<file path="src/rtl/decode_stage.sv">
// decode_stage: RV32I decode pipeline stage with a main+skid buffer between fetch and execute
// Ports: clk/rst (sync, active-high), flush; in_valid/in_ready/in_instr/in_pc from fetch;
// out_valid/out_ready and decoded bundle (out_pc, rs1, rs2, rd, alu_op, br_op, br_unsigned,
// imm_sel, op_a_pc, op_b_imm, reg_we, mem_re, mem_we, is_branch, is_jump, illegal, mem_size).
module decode_stage #(
  parameter int XLEN     = 32,
  parameter bit EN_FENCE = 1'b1
) (
  input  logic            clk,
  input  logic            rst,
  input  logic            flush,
  input  logic            in_valid,
  output logic            in_ready,
  input  logic [31:0]     in_instr,
  input  logic [XLEN-1:0] in_pc,
  output logic            out_valid,
  input  logic            out_ready,
  output logic [XLEN-1:0] out_pc,
  output logic [4:0]      rs1,
  output logic [4:0]      rs2,
  output logic [4:0]      rd,
  output logic [3:0]      alu_op,
  output logic [3:0]      br_op,
  output logic            br_unsigned,
  output logic [2:0]      imm_sel,
  output logic            op_a_pc,
  output logic            op_b_imm,
  output logic            reg_we,
  output logic            mem_re,
  output logic            mem_we,
  output logic            is_branch,
  output logic            is_jump,
  output logic            illegal,
  output logic [2:0]      mem_size
);
  localparam logic [3:0] ALU_ADD = 4'd0, ALU_SUB = 4'd1, ALU_SLL = 4'd2, ALU_SLT = 4'd3,
                         ALU_SLTU = 4'd4, ALU_XOR = 4'd5, ALU_SRL = 4'd6, ALU_SRA = 4'd7,
                         ALU_OR = 4'd8, ALU_AND = 4'd9, ALU_LUI = 4'd10;
  localparam logic [2:0] IMM_I_TYPE = 3'd0, IMM_U_TYPE = 3'd1, IMM_JAL = 3'd2,
                         IMM_BRANCH = 3'd3, IMM_STORE = 3'd4;
  localparam logic [6:0] OP_LUI = 7'h37, OP_AUIPC = 7'h17, OP_JAL = 7'h6f, OP_JALR = 7'h67,
                         OP_BRANCH = 7'h63, OP_LOAD = 7'h03, OP_STORE = 7'h23,
                         OP_IMM = 7'h13, OP_REG = 7'h33, OP_FENCE = 7'h0f;
  typedef struct packed {
    logic [XLEN-1:0] pc;
    logic [4:0]      rs1, rs2, rd;
    logic [3:0]      alu_op, br_op;
    logic            br_unsigned;
    logic [2:0]      imm_sel;
    logic            op_a_pc, op_b_imm, reg_we, mem_re, mem_we, is_branch, is_jump, illegal;
    logic [2:0]      mem_size;
  } bundle_t;
  // alt selects SUB (funct3=000) or SRA (funct3=101)
  function automatic logic [3:0] alu_of(input logic [2:0] f3, input logic alt);
    return f3 == 3'd0 ? (alt ? ALU_SUB : ALU_ADD) :
           f3 == 3'd1 ? ALU_SLL :
           f3 == 3'd2 ? ALU_SLT :
           f3 == 3'd3 ? ALU_SLTU :
           f3 == 3'd4 ? ALU_XOR :
           f3 == 3'd5 ? (alt ? ALU_SRA : ALU_SRL) :
           f3 == 3'd6 ? ALU_OR : ALU_AND;
  endfunction
  logic [6:0] opc, f7;
  logic [2:0] f3;
  logic       bad, accept, drain, load_main, load_skid, main_v_d, skid_v_d;
  logic       main_v_q, skid_v_q;
  bundle_t    base, raw, dec, main_d, main_q, skid_q;
  assign opc = in_instr[6:0];
  assign f3  = in_instr[14:12];
  assign f7  = in_instr[31:25];
  always_comb begin
    base     = '0;
    base.pc  = in_pc;
    base.rs1 = in_instr[19:15];
    base.rs2 = in_instr[24:20];
    base.rd  = in_instr[11:7];
    raw      = base;
    bad      = 1'b0;
    case (opc)
      OP_LUI: begin
        raw.alu_op = ALU_LUI; raw.imm_sel = IMM_U_TYPE; raw.op_b_imm = 1'b1; raw.reg_we = 1'b1;
      end
      OP_AUIPC: begin
        raw.imm_sel = IMM_U_TYPE; raw.op_a_pc = 1'b1; raw.op_b_imm = 1'b1; raw.reg_we = 1'b1;
      end
      OP_JAL: begin
        raw.imm_sel = IMM_JAL; raw.op_a_pc = 1'b1; raw.op_b_imm = 1'b1;
        raw.is_jump = 1'b1; raw.reg_we = 1'b1;
      end
      OP_JALR: begin
        raw.op_b_imm = 1'b1; raw.is_jump = 1'b1; raw.reg_we = 1'b1;
      end
      OP_BRANCH: begin
        // one-hot {GE, LT, NE, EQ}; funct3[1] only distinguishes signedness
        raw.br_op       = {f3[2] & f3[0], f3[2] & ~f3[0], ~f3[2] & f3[0], ~f3[2] & ~f3[0]};
        raw.br_unsigned = f3[2] & f3[1];
        raw.alu_op      = ALU_SUB;
        raw.imm_sel     = IMM_BRANCH;
        raw.is_branch   = 1'b1;
        bad             = f3[2:1] == 2'b01;
      end
      OP_LOAD: begin
        raw.op_b_imm = 1'b1; raw.mem_re = 1'b1; raw.reg_we = 1'b1; raw.mem_size = f3;
        bad          = f3 == 3'd3 || f3[2:1] == 2'b11;
      end
      OP_STORE: begin
        raw.imm_sel = IMM_STORE; raw.op_b_imm = 1'b1; raw.mem_we = 1'b1; raw.mem_size = f3;
        bad         = f3[2] || f3[1:0] == 2'b11;
      end
      OP_IMM: begin
        raw.alu_op   = alu_of(f3, f3 == 3'd5 && f7[5]);
        raw.op_b_imm = 1'b1;
        raw.reg_we   = 1'b1;
        bad          = (f3 == 3'd1 && f7 != 7'd0) || (f3 == 3'd5 && {f7[6], f7[4:0]} != 6'd0);
      end
      OP_REG: begin
        raw.alu_op = alu_of(f3, f7[5]);
        raw.reg_we = 1'b1;
        bad        = {f7[6], f7[4:0]} != 6'd0 || (f7[5] && f3 != 3'd0 && f3 != 3'd5);
      end
      OP_FENCE: bad = !EN_FENCE;
      default:  bad = 1'b1;
    endcase
    dec        = raw;
    dec.reg_we = raw.reg_we && |raw.rd;
    if (bad) begin
      dec         = base;
      dec.illegal = 1'b1;
    end
  end
  assign in_ready  = !skid_v_q;
  assign out_valid = main_v_q;
  assign accept    = in_valid && !skid_v_q;
  assign drain     = main_v_q && out_ready;
  // with the skid occupied in_ready is low, so only skid->main moves can happen
  assign load_main = skid_v_q ? drain : accept && (!main_v_q || drain);
  assign load_skid = !skid_v_q && main_v_q && !drain && accept;
  assign main_d    = skid_v_q ? skid_q : dec;
  assign main_v_d  = skid_v_q || (main_v_q && !drain) || accept;
  assign skid_v_d  = skid_v_q ? !drain : load_skid;
  always_ff @(posedge clk) begin
    if (rst || flush) begin
      main_v_q <= 1'b0;
      skid_v_q <= 1'b0;
      main_q   <= '0;
      skid_q   <= '0;
    end else begin
      main_v_q <= main_v_d;
      skid_v_q <= skid_v_d;
      if (load_main) main_q <= main_d;
      if (load_skid) skid_q <= dec;
    end
  end
  assign out_pc      = main_q.pc;
  assign rs1         = main_q.rs1;
  assign rs2         = main_q.rs2;
  assign rd          = main_q.rd;
  assign alu_op      = main_q.alu_op;
  assign br_op       = main_q.br_op;
  assign br_unsigned = main_q.br_unsigned;
  assign imm_sel     = main_q.imm_sel;
  assign op_a_pc     = main_q.op_a_pc;
  assign op_b_imm    = main_q.op_b_imm;
  assign reg_we      = main_q.reg_we;
  assign mem_re      = main_q.mem_re;
  assign mem_we      = main_q.mem_we;
  assign is_branch   = main_q.is_branch;
  assign is_jump     = main_q.is_jump;
  assign illegal     = main_q.illegal;
  assign mem_size    = main_q.mem_size;
endmodule
</file>
<file path="config.mk">
export PLATFORM = sky130hd
export DESIGN_NAME = decode_stage
export DESIGN_NICKNAME = d
export VERILOG_FILES = /design/src/rtl/decode_stage.sv
export SDC_FILE = /design/constraint.sdc
export NUM_CORES = 1
export LEC_CHECK = 0
export BUFFER_PORTS_ARGS = -buffer_cell sky130_fd_sc_hd__buf_2
export CAP_MARGIN = 20
export CORE_UTILIZATION = 31
export DETAILED_ROUTE_END_ITERATION = 16
export HOLD_SLACK_MARGIN = 0.12
export PLACE_DENSITY_LB_ADDON = 0.2
export SYNTH_ARGS = -nofsm -noshare
export SYNTH_HDL_FRONTEND = slang
export SYNTH_SLANG_ARGS = --single-unit
</file>
<file path="constraint.sdc">
create_clock -name clk -period 2.6 [get_ports clk]
set_clock_uncertainty 0.1 [all_clocks]
set_input_delay 0.26 -clock clk [delete_from_list [all_inputs] [get_ports clk]]
set_output_delay 0.26 -clock clk [all_outputs]
set_load 0.05 [all_outputs]
</file>
; ---- Word-level counts from Yosys, hierarchy flattened
; Index checks and enable logic that the tools add are counted.
[word_totals]
regBits = 142
elab_cells = 132
[classes]
eq_ne = 20
n_mux = 33
bitwise_logic = 7
reduce_logical = 36
[op_table]
columns = operator, count
row1 = two-way mux 70 bit, 1
row2 = two-way mux 4 bit, 12
row3 = two-way mux 23 bit, 1
row4 = "equality test 7 x 6 -> 1 bit, second input constant", 3
row5 = "equality test 7 bit, second input constant", 3
row6 = one-hot mux 4 bit (4 select lines), 1
row7 = "equality test 7 x 5 -> 1 bit, second input constant", 2
row8 = two-way mux 1 bit, 14
row9 = OR reduction 7 bit, 2
row10 = logical AND 1 bit, 13
row11 = one-hot mux 3 bit (4 select lines), 1
row12 = OR reduction 5 bit, 2
row13 = "equality test 3 bit, second input constant", 3
row14 = logical OR 1 bit, 8
row15 = OR reduction 2 bit, 4
row16 = "equality test 7 x 2 -> 1 bit, second input constant", 1
row17 = "equality test 7 x 4 -> 1 bit, second input constant", 1
row18 = nonzero test 7 bit, 1
row19 = "equality test 3 x 2 -> 1 bit, second input constant", 2
row20 = one-hot mux 1 bit (6 select lines), 1
row21 = nonzero test 6 bit, 1
row22 = bitwise AND 1 bit, 5
row23 = two-way mux 5 bit, 1
row24 = "equality test 2 bit, second input constant", 2
row25 = 8 further kinds, 11

; ---- Depth between registers and ports, before layout
; Gate-level depths: netlist of the first run.
[depth]
depth_word = 12
ltp_mapped = 9
ltp_nobuf = 6

; ---- Worst setup path before layout of the first run
; No wires, ideal clock.
[synth_timing]
path_kind = reg2reg
start = register main_v_q, in the netlist out_valid
end = register main_q (netlist bit out_pc[11])
arrival_ns = 1.938
setup_slack_ns = 0.424
path_stages_with_launch = 6
path_buffers = 2
synth_period_minus_slack_ns = 2.176
cell_sequence = dfxtp_1 > o21ai_0 > nor2_1 > clkbuf_1 > buf_1 > a211oi_1
[synth_between]
elab_chain_len = 4
elab_cells_between_ends = 5
cone_classes = 1 x mux / 4 x reduce/logical
[synth_rtl]
columns = element, line_no
row1 = "start, declared", 66  ; logic main_v_q, skid_v_q;
row2 = "start signal, assigned", 148  ; main_v_q <= main_v_d;
row3 = zero test 1 bit / logical AND 1 bit (equally long branches), "136, 134"
row4 = logical OR 1 bit, 136  ; assign load_main = skid_v_q ? drain : accept && (!main_v_q || drain);
row5 = logical AND 1 bit, 136
row6 = two-way mux 1 bit (*), 136
row7 = "end signal, assigned", 150  ; if (load_main) main_q <= main_d;
row8 = "end, declared", 67  ; bundle_t base, raw, dec, main_d, main_q, skid_q;
; Every way passes the cells marked *; elsewhere a longest branch is shown, timed or not.
; A chain may end at the register's enable or synchronous reset.

; ---- Worst setup path after layout of the first run
[layout_timing]
start = input in_instr[12]
end = register main_q (netlist bit mem_re)
[layout_between]
elab_chain_len = 7
elab_cells_between_ends = 17
cone_classes = 5 x eq/ne / 3 x mux / 9 x reduce/logical
[layout_rtl]
columns = element, line_no
row1 = "start, declared", 14  ; input logic [31:0] in_instr,
row2 = nonzero test 3 bit, 119  ; bad = {f7[6], f7[4:0]} != 6'd0 || (f7[5] && f3 != 3'd0 && f3 != 3'd5);
row3 = logical AND 1 bit (2 in series), 119
row4 = logical OR 1 bit, 119
row5 = one-hot mux 1 bit (6 select lines) (*), 79  ; case (opc)
row6 = two-way mux 23 bit (*), 126  ; if (bad) begin
row7 = two-way mux 70 bit (*), 138  ; assign main_d = skid_v_q ? skid_q : dec;
; Marks and branches as above.

==> flow_summary.toml, run 1 <==
[power]
leakage_nw = 3.10
power_per_cell_area_nw_per_um2 = 668
peakVddDrop_mv = 0.408

[clocking]
h-tree-depth = 4
post-cts-setup-buffers = 0
cts_made_buffers = 17
clock_sinks = 142
cts_buffer_depth = 2
cts_tree = "built"
clk_pin_slew_ns = 0.06
cts_root_buf = "clkbuf_16"
clk_latency_ns = 0.42

[synth]
synthAdderAreaFrac_pct = 0
seq_area_frac_synth_pct = 47.4
synth-compound-area-share_pct = 21.3
netlist_area_sq_um = 6000
synth_top_family_by_area = "compound AO/OA/AOI/OAI gates"
synth_area_per_cell_sq_um = 8.40
ys_types = 55
ys_ff_latch = 142
synth_simple_gate_area_share_pct = 18.8
synth.most_common_cell = "dfxtp_1"
synth_top_area_share_pct = 47.4
yosys.area.top_type = "dfxtp_1"
synthXorXnorAreaFrac_pct = 0
yosysWarnings = 0
synth_common_cells = "dfxtp_1, nand2_1, a21oi_1"
synth_area_leaders = "dfxtp_1, mux2i_1, nand2_1"
netlist_instances = 714
synth_edf_count = 0
synthesis.nets = 783
synthFlopType = "dfxtp_1"
synthMuxAreaShare_pct = 8.01
async_reset_ff_share_pct = 0

[global_routing]
grt_max_degree = 72
antenna_found_initial = 0
grt_pass1_vias = 5228
grt-ovfl-total = 0
grt_usage_pct = 17.4
grt_pass1_wl_mm = 27.2

[drt]
via_count = 5561
ant_nets = 0
post-route-drc-count = 0
first_pass_iters = 5
wl_mm = 16.8
drt-initial-drc-count = 256
avgRoutedWirePerCell_microns = 14.5
routed_via_density = 4.79

[die]
rows = 50
core_area_sq_um = 18800
initial_utilization_pct = 31.9
die-width_microns = 141
die_area_sq_um = 19900
die_h_microns = 141
pin_count = 141

[timing]
fin_ws_ns = 0.179
setup-violations-final = 0
finalHoldViolCount = 0
layout_min_cycle_time_ns = 2.42
tns_ns = 0
grt_setup_unrepaired = "no"
max_freq_mhz = 413
post-route-period-util_pct = 93.1
slew_headroom_pct = 54.6
worst_slew_pin_slew_ns = 0.681
slew_violations = 0

[critical_path]
crit_type = "in -> reg"
cp-start-kind = "input pin"
cp.required_ns = 2.85
critPathArrivalTime_ns = 2.67
ff2ff_path_depth = 4
path_max_fanout = 11
end_kind = "register"

[finish]
area_delta_synth_final_pct = 36.0
final_core_util_pct = 43.3
nets = 957
insertedDiodeCount = 0
drive_above_1_share_pct = 23.8

[placed_design]
post-dp-hpwl_mm = 11.2
port_buffers = 140
dp_slack_ns = 0.173
place_congestion = 0.861

[job]
maxCapViolCount = 0

[hold_path]
hold_path_class = "in -> reg"
hold_depth = 2

[run_status]
status = "finished clean"
==> cell type report <==
type	instances	area (sq um)
inverter	5	18.8
clock buffer	21	470
timing repair buffer	216	1430
tap	260	325
fill	1905	10700
clock inverter	11	155
multi-input combinational	506	2910
sequential	142	2850
==> logic make-up after synthesis <==
group / after synthesis
flip-flops: 142
AO/OA/AOI/OAI: 203
AND/OR/NAND/NOR: 255
multiplexers: 48
buffers and inverters: 66
==> metrics by stage <==
stage / instance area, sq um / hold WS [ns] / total power, mW / std cells
3_3_place_gp: 6990 / 0.339 / 2.90 / 1076
6_report: 8160 / 0.166 / 5.45 / 1161
3_5_place_dp: 6990 / 0.345 / 2.90 / 1076
5_1_grt: 8160 / 0.167 / 5.68 / 1161
2_1_floorplan: 6000 / 0.257 / 2.70 / 714
4_1_cts: 8150 / 0.142 / 5.53 / 1161
==> what timing repair did <==
action	CTS	global route
gates resized for setup	0	2
hold endpoints to repair	98	0
hold buffers	53	0
endpoints found under the setup margin	0	8
==> flip-flops by register name, indices dropped and copies added (netlist names) <==
register / count
alu_op: 4
out_valid: 1
is_branch: 1
mem_we: 1
is_jump: 1
mem_re: 1
reg_we: 1
rd: 5
op_b_imm: 1
mem_size: 3
imm_sel: 3
br_unsigned: 1
skid_v_q: 1
rs2: 5
skid_q: 70
out_pc: 32
rs1: 5
op_a_pc: 1
illegal: 1
br_op: 4
==> worst max-delay path: stages <==
cell           delay [ns]
dlygate4sd3_1        0.53
buf_2                0.20
nor2_1               0.18
o22ai_1              0.13
a41oi_2              0.24
nand4_2              0.26
buf_4                0.24
or4_1                0.50
a21oi_1              0.14
==> layout by cell type (no fill, tap or decap), types with 2 or more instances in the layout <==
cell and count:
a32oi_1 4, nor2_1 74, a211oi_1 56, nand2b_1 2, a21oi_1 83, inv_6 2, nor3_1 8, buf_12 2
or2_2 2, buf_2 140, dfxtp_1 141, clkinvlp_4 4, clkbuf_8 3, or3b_2 2, clkbuf_16 17, o31ai_1 4
dlygate4sd3_1 53, mux2i_1 48, nand3_1 7, nand2_1 124, or2_4 2, nor2b_1 2, a31oi_1 2, nand4bb_1 2
nand3_2 2, bufinv_16 3, and2b_1 2, a22o_1 2, inv_1 5, buf_4 21, a32o_1 4, clkinv_4 2
o21ai_0 32, or3_1 9, nor3b_1 2, nand4_1 3
==> report_power, final <==
group | switching (mW) | internal, mW | total [mW]
registers | 0.0254 | 2.23 | 2.25
clock network | 0.941 | 1.59 | 2.54
logic | 0.437 | 0.224 | 0.661
total | 1.40 | 4.04 | 5.45
==> layer usage <==
layer | up-vias | routed length (microns) | global-route usage (%)
met5 | - | 0 | 0
met3 | 12 | 589 | 3.91
met4 | 0 | 170 | 6.01
met1 | 2525 | 8280 | 22.7
li1 | 2885 | - | -
met2 | 139 | 7790 | 28.0
==> final timing paths <==
check                                   from  slack [ns]    endpoint
worst max-delay path            in_instr[12]        0.18      mem_re
worst min-delay path            in_instr[13]        0.17  skid_q[14]
worst max register to register      skid_v_q        0.72    skid_v_q
worst min register to register    skid_q[19]        0.35  skid_q[19]
Power figures use the tool's default switching activity.
==> inputs of run 2 (changes only) <==
CORE_ASPECT_RATIO = 1.5   (was default)
==> run 2 against run 1 <==
Core utilization shrank 1.4 points. Largest cell class unchanged. Flip-flop and latch count is the same. Sequential share of layout area grew 0.70 points. Fmax grew 0.48%. Worst setup slack gained 0.012 ns. Global-route usage grew 0.70 points. Critical path depth shrank 2. Critical path type is now reg -> reg. Combinational power is essentially flat. Power shrank 6.1%.
==> flow_summary.toml, run 2 (synthesis results as in run 1) <==
[critical_path]
crit_type = "reg -> reg"
critPathArrivalTime_ns = 2.57
path_max_fanout = 21
cp.required_ns = 2.76
cp-start-kind = "register"
end_kind = "register"

[finish]
layout_commonest_cell = "dfxtp_1"
final_cell_area_sq_um = 8000
drive_above_1_share_pct = 23.2
top_register = "skid_q"
num-fill-cells = 2004
area_delta_synth_final_pct = 33.3
insertedDiodeCount = 0
largest_register_ff_count = 70
multi_input_comb_area_sq_um = 2910
instances_no_fill = 1150
nets = 951
regArea_sq_um = 2850
mostFrequentLayoutCells = "dfxtp_1, buf_2, nand2_1"

[timing]
post-route-period-util_pct = 92.7
finalHoldViolCount = 0
max_freq_mhz = 415
grt_setup_unrepaired = "no"
layout_min_cycle_time_ns = 2.41
slew_violations = 0
fin_hold_ws_ns = 0.144
worst_slew_pin_slew_ns = 1.06
setup-violations-final = 0
tns_ns = 0
slew_headroom_pct = 29.4

[drt]
wl_mm = 18.2
ant_nets = 0
first_pass_iters = 5
drt-initial-drc-count = 284
avgRoutedWirePerCell_microns = 15.8
routed_via_density = 4.91
post-route-drc-count = 0
via_count = 5652

[die]
rows = 62
initial_utilization_pct = 31.4
die_h_microns = 172
die-width_microns = 116
core_area_sq_um = 19100
die_area_sq_um = 19900
pin_count = 141

[clocking]
h-tree-depth = 4
cts_buffer_depth = 2
clk_pin_slew_ns = 0.06
clock_sinks = 142
cts_made_buffers = 17
clk_latency_ns = 0.41
cts_root_buf = "clkbuf_16"
cts_tree = "built"

[power]
sequentialPowerShare_pct = 44.0
clkPwrFrac_pct = 43.0
power_mw = 5.12
cellInternalPower_mw = 3.69
peakVddDrop_mv = 0.388
power_per_cell_area_nw_per_um2 = 640
swShare_pct = 27.9
p_sw_mw = 1.43
leakage_nw = 3.02
comb_power_share_pct = 12.9

[hold_path]
hold_path_class = "in -> reg"

[global_routing]
grt_usage_pct = 18.1
grt_pass1_vias = 5327
grt_max_degree = 86
grt-ovfl-total = 0
antenna_found_initial = 0
grt_pass1_wl_mm = 27.6

[placed_design]
place_congestion = 0.891
dpl_cell_area_sq_um = 6960
dp.cells = 1068
post-dp-hpwl_mm = 11.9
port_buffers = 140

[run_status]
status = "finished clean"

[job]
maxCapViolCount = 0
## run 2: cell types whose count changed in the layout (fill, tap and decap cells not counted), sizes merged
| cell | previous run | this run |
|---|---|---|
| nor2 | 75 | 76 |
| clkbuf | 21 | 20 |
| dlygate4sd3 | 53 | 50 |
| bufinv | 3 | 0 |
| clkinv | 2 | 3 |
| clkinvlp | 4 | 6 |
| buf | 163 | 159 |
## run 2: final timing paths
kind                start  slack, ns          end  depth (start not counted)
max              skid_v_q       0.19  mem_size[1]                          7
max reg2reg      skid_v_q       0.19  mem_size[1]                          7
min reg2reg    skid_q[48]       0.35   skid_q[48]                          2
min          in_instr[12]       0.14    skid_q[0]                          3
## run 2: per-stage QoR
step / worst slack (ns) / utilization (%)
2_1_floorplan: 0.424 / -
3_3_place_gp: 0.150 / 36.5
3_5_place_dp: 0.156 / 36.5
4_1_cts: 0.164 / 41.9
5_1_grt: 0.00394 / 41.9
6_report: 0.191 / 41.9
## run 2: layout make-up
cell class,count,share of cell area [%]
Sequential cell,142,35.6
Inverter,5,0.235
Clock buffer,20,5.58
Timing Repair Buffer,209,17.1
Tap cell,256,4.00
Multi-Input combinational cell,507,36.4
Clock inverter,11,1.11
## run 2: timing repair
item,CTS,global route
setup endpoints to repair,0,1
setup buffers,0,0
resized for setup,0,0
endpoints found under the hold margin,94,0
hold buffers,50,0
## run 2: layer usage
metal | vias to the layer above | global-route usage (%) | share of wire (%)
met5 | - | 0 | 0
met4 | 0 | 7.74 | 2.3
met3 | 21 | 3.43 | 3.6
met2 | 128 | 32.8 | 52
met1 | 2645 | 20.3 | 43
li1 | 2858 | - | -
## run 2: critical path, cell delays in order, from the launching register on
cell and delay, ns:
dfxtp_4 0.43, inv_1 0.07, o21ai_0 0.66, buf_4 0.25, or2_2 0.40, nor2_1 0.10
a31oi_1 0.15, o31ai_1 0.09
## run 2: power by group through the flow
stage                     logic [mW]  clock network [mW]  registers [mW]
after floorplan                0.240                   0            2.46
after global placement         0.605                   0            2.30
after detailed placement       0.602                   0            2.30
after CTS                      0.661                2.27            2.25
after global routing           0.714                2.36            2.26
final                          0.660                2.20            2.25
==> inputs of run 3 (changes only) <==
CTS_BUF_LIST = sky130_fd_sc_hd__clkbuf_8   (was default)
==> run 3 against run 2 <==
Combinational power barely moved. Largest power group unchanged. Wire length fell by 2.0%. Critical endpoint is now imm_sel[2]. Clock-buffer cell count fell by 2. Sequential power barely moved. Worst hold slack improved by 0.035 ns. Power fell by 13%. Critical path type is now in -> reg. First-iteration DRC count fell by 4.6%.
==> flow_summary.toml, run 3 (synthesis results as in run 1) <==
[die]
die-width_microns = 116
die_h_microns = 172
initial_utilization_pct = 31.4
core_area_sq_um = 19100
rows = 62
die_area_sq_um = 19900
pin_count = 141

[finish]
layout_commonest_cell = "dfxtp_1"
area_delta_synth_final_pct = 31.3
instances_no_fill = 1157
nets = 958
insertedDiodeCount = 0
mostFrequentLayoutCells = "dfxtp_1, buf_2, nand2_1"
drive_above_1_share_pct = 22.9
largest_register_ff_count = 70
top_register = "skid_q"
num-fill-cells = 2017
final_core_util_pct = 41.3

[job]
maxCapViolCount = 0

[drt]
post-route-drc-count = 0
avgRoutedWirePerCell_microns = 15.4
routed_via_density = 4.88
first_pass_iters = 4
ant_nets = 0
via_count = 5650
drt-initial-drc-count = 271
wl_mm = 17.8

[global_routing]
grt_max_degree = 86
grt_usage_pct = 18.2
grt_pass1_wl_mm = 27.6
grt-ovfl-total = 0
antenna_found_initial = 0
grt_pass1_vias = 5329

[timing]
post-route-period-util_pct = 93.2
worst_slew_pin_slew_ns = 1.04
slew_headroom_pct = 30.4
slew_violations = 0
finalHoldViolCount = 0
setup-violations-final = 0
max_freq_mhz = 413
fin_ws_ns = 0.178
layout_min_cycle_time_ns = 2.42
grt_setup_unrepaired = "no"
tns_ns = 0

[power]
peakVddDrop_mv = 0.235
power_per_cell_area_nw_per_um2 = 566
leakage_nw = 2.97
p_sw_mw = 1.33
comb_power_share_pct = 14.9
clkPwrFrac_pct = 34.6
power_mw = 4.46
swShare_pct = 29.9
sequentialPowerShare_pct = 50.5
cellInternalPower_mw = 3.13

[critical_path]
cp-start-kind = "input pin"
crit_type = "in -> reg"
path_max_fanout = 11
critPathArrivalTime_ns = 2.68
end_kind = "register"
cp.required_ns = 2.86

[clocking]
clk_pin_slew_ns = 0.08
h-tree-depth = 4
cts_buffer_depth = 2
cts_made_buffers = 17
cts_tree = "built"
cts_root_buf = "clkbuf_8"
clk_latency_ns = 0.43
cts-resized-gates = 0
clock_sinks = 142

[placed_design]
post-dp-hpwl_mm = 11.9
dp_slack_ns = 0.156
port_buffers = 140
dp.cells = 1068
place_congestion = 0.891

[run_status]
status = "finished clean"

[hold_path]
hold_path_class = "in -> reg"
run 3: routing by layer:
metal  track usage, %  up-vias  share of wire [%]
met5                0        -                  0
met1             20.2     2638                 42
met2             33.0      124                 52
met3             3.82       19                3.7
li1                 -     2869                  -
met4             7.57        0                2.3
run 3: final cells by class:
class | count | area (sq um) | share of cell area (%)
multi-input cells | 506 | 2900 | 36.8
flip-flops and latches | 142 | 2850 | 36.1
repair buffers | 217 | 1450 | 18.4
well taps | 256 | 320 | 4.06
clock buffers | 18 | 248 | 3.14
clock inverters | 13 | 96.3 | 1.22
inverters | 5 | 18.8 | 0.238
run 3: power by group through the flow:
| stage | registers, mW | logic [mW] | clock network (mW) |
|---|---|---|---|
| after detailed placement | 2.30 | 0.602 | 0 |
| final | 2.25 | 0.663 | 1.54 |
| after global routing | 2.26 | 0.720 | 1.72 |
| after CTS | 2.25 | 0.670 | 1.61 |
| after global placement | 2.30 | 0.605 | 0 |
| after floorplan | 2.46 | 0.240 | 0 |
run 3: critical path, cell delays in order:
cell and delay (ns):
dlygate4sd3_1 0.52, buf_2 0.24, and2b_1 0.20, o21ai_0 0.10, a31oi_1 0.31, nand3_1 0.34, or3b_2 0.57, a21oi_1 0.14
run 3: timing repair:
action,4_1_cts,5_1_grt
setup buffers,0,0
hold buffers,58,0
hold endpoints to repair,104,0
run 3: path summary, 6_finish.rpt:
path           startpoint  cells after the start         end  slack, ns
max reg2reg      skid_v_q                      4    skid_v_q       0.25
min reg2reg    skid_q[48]                      2  skid_q[48]       0.36
min          in_instr[13]                      2  skid_q[14]       0.18
max          in_instr[12]                      8  imm_sel[2]       0.18
run 3: through the flow:
stage               hold slack (ns)  area [sq um]
CTS                           0.131          7880
global placement              0.335          6960
floorplan                     0.257          6000
global route                  0.170          7880
finish                        0.179          7880
detailed placement            0.345          6960
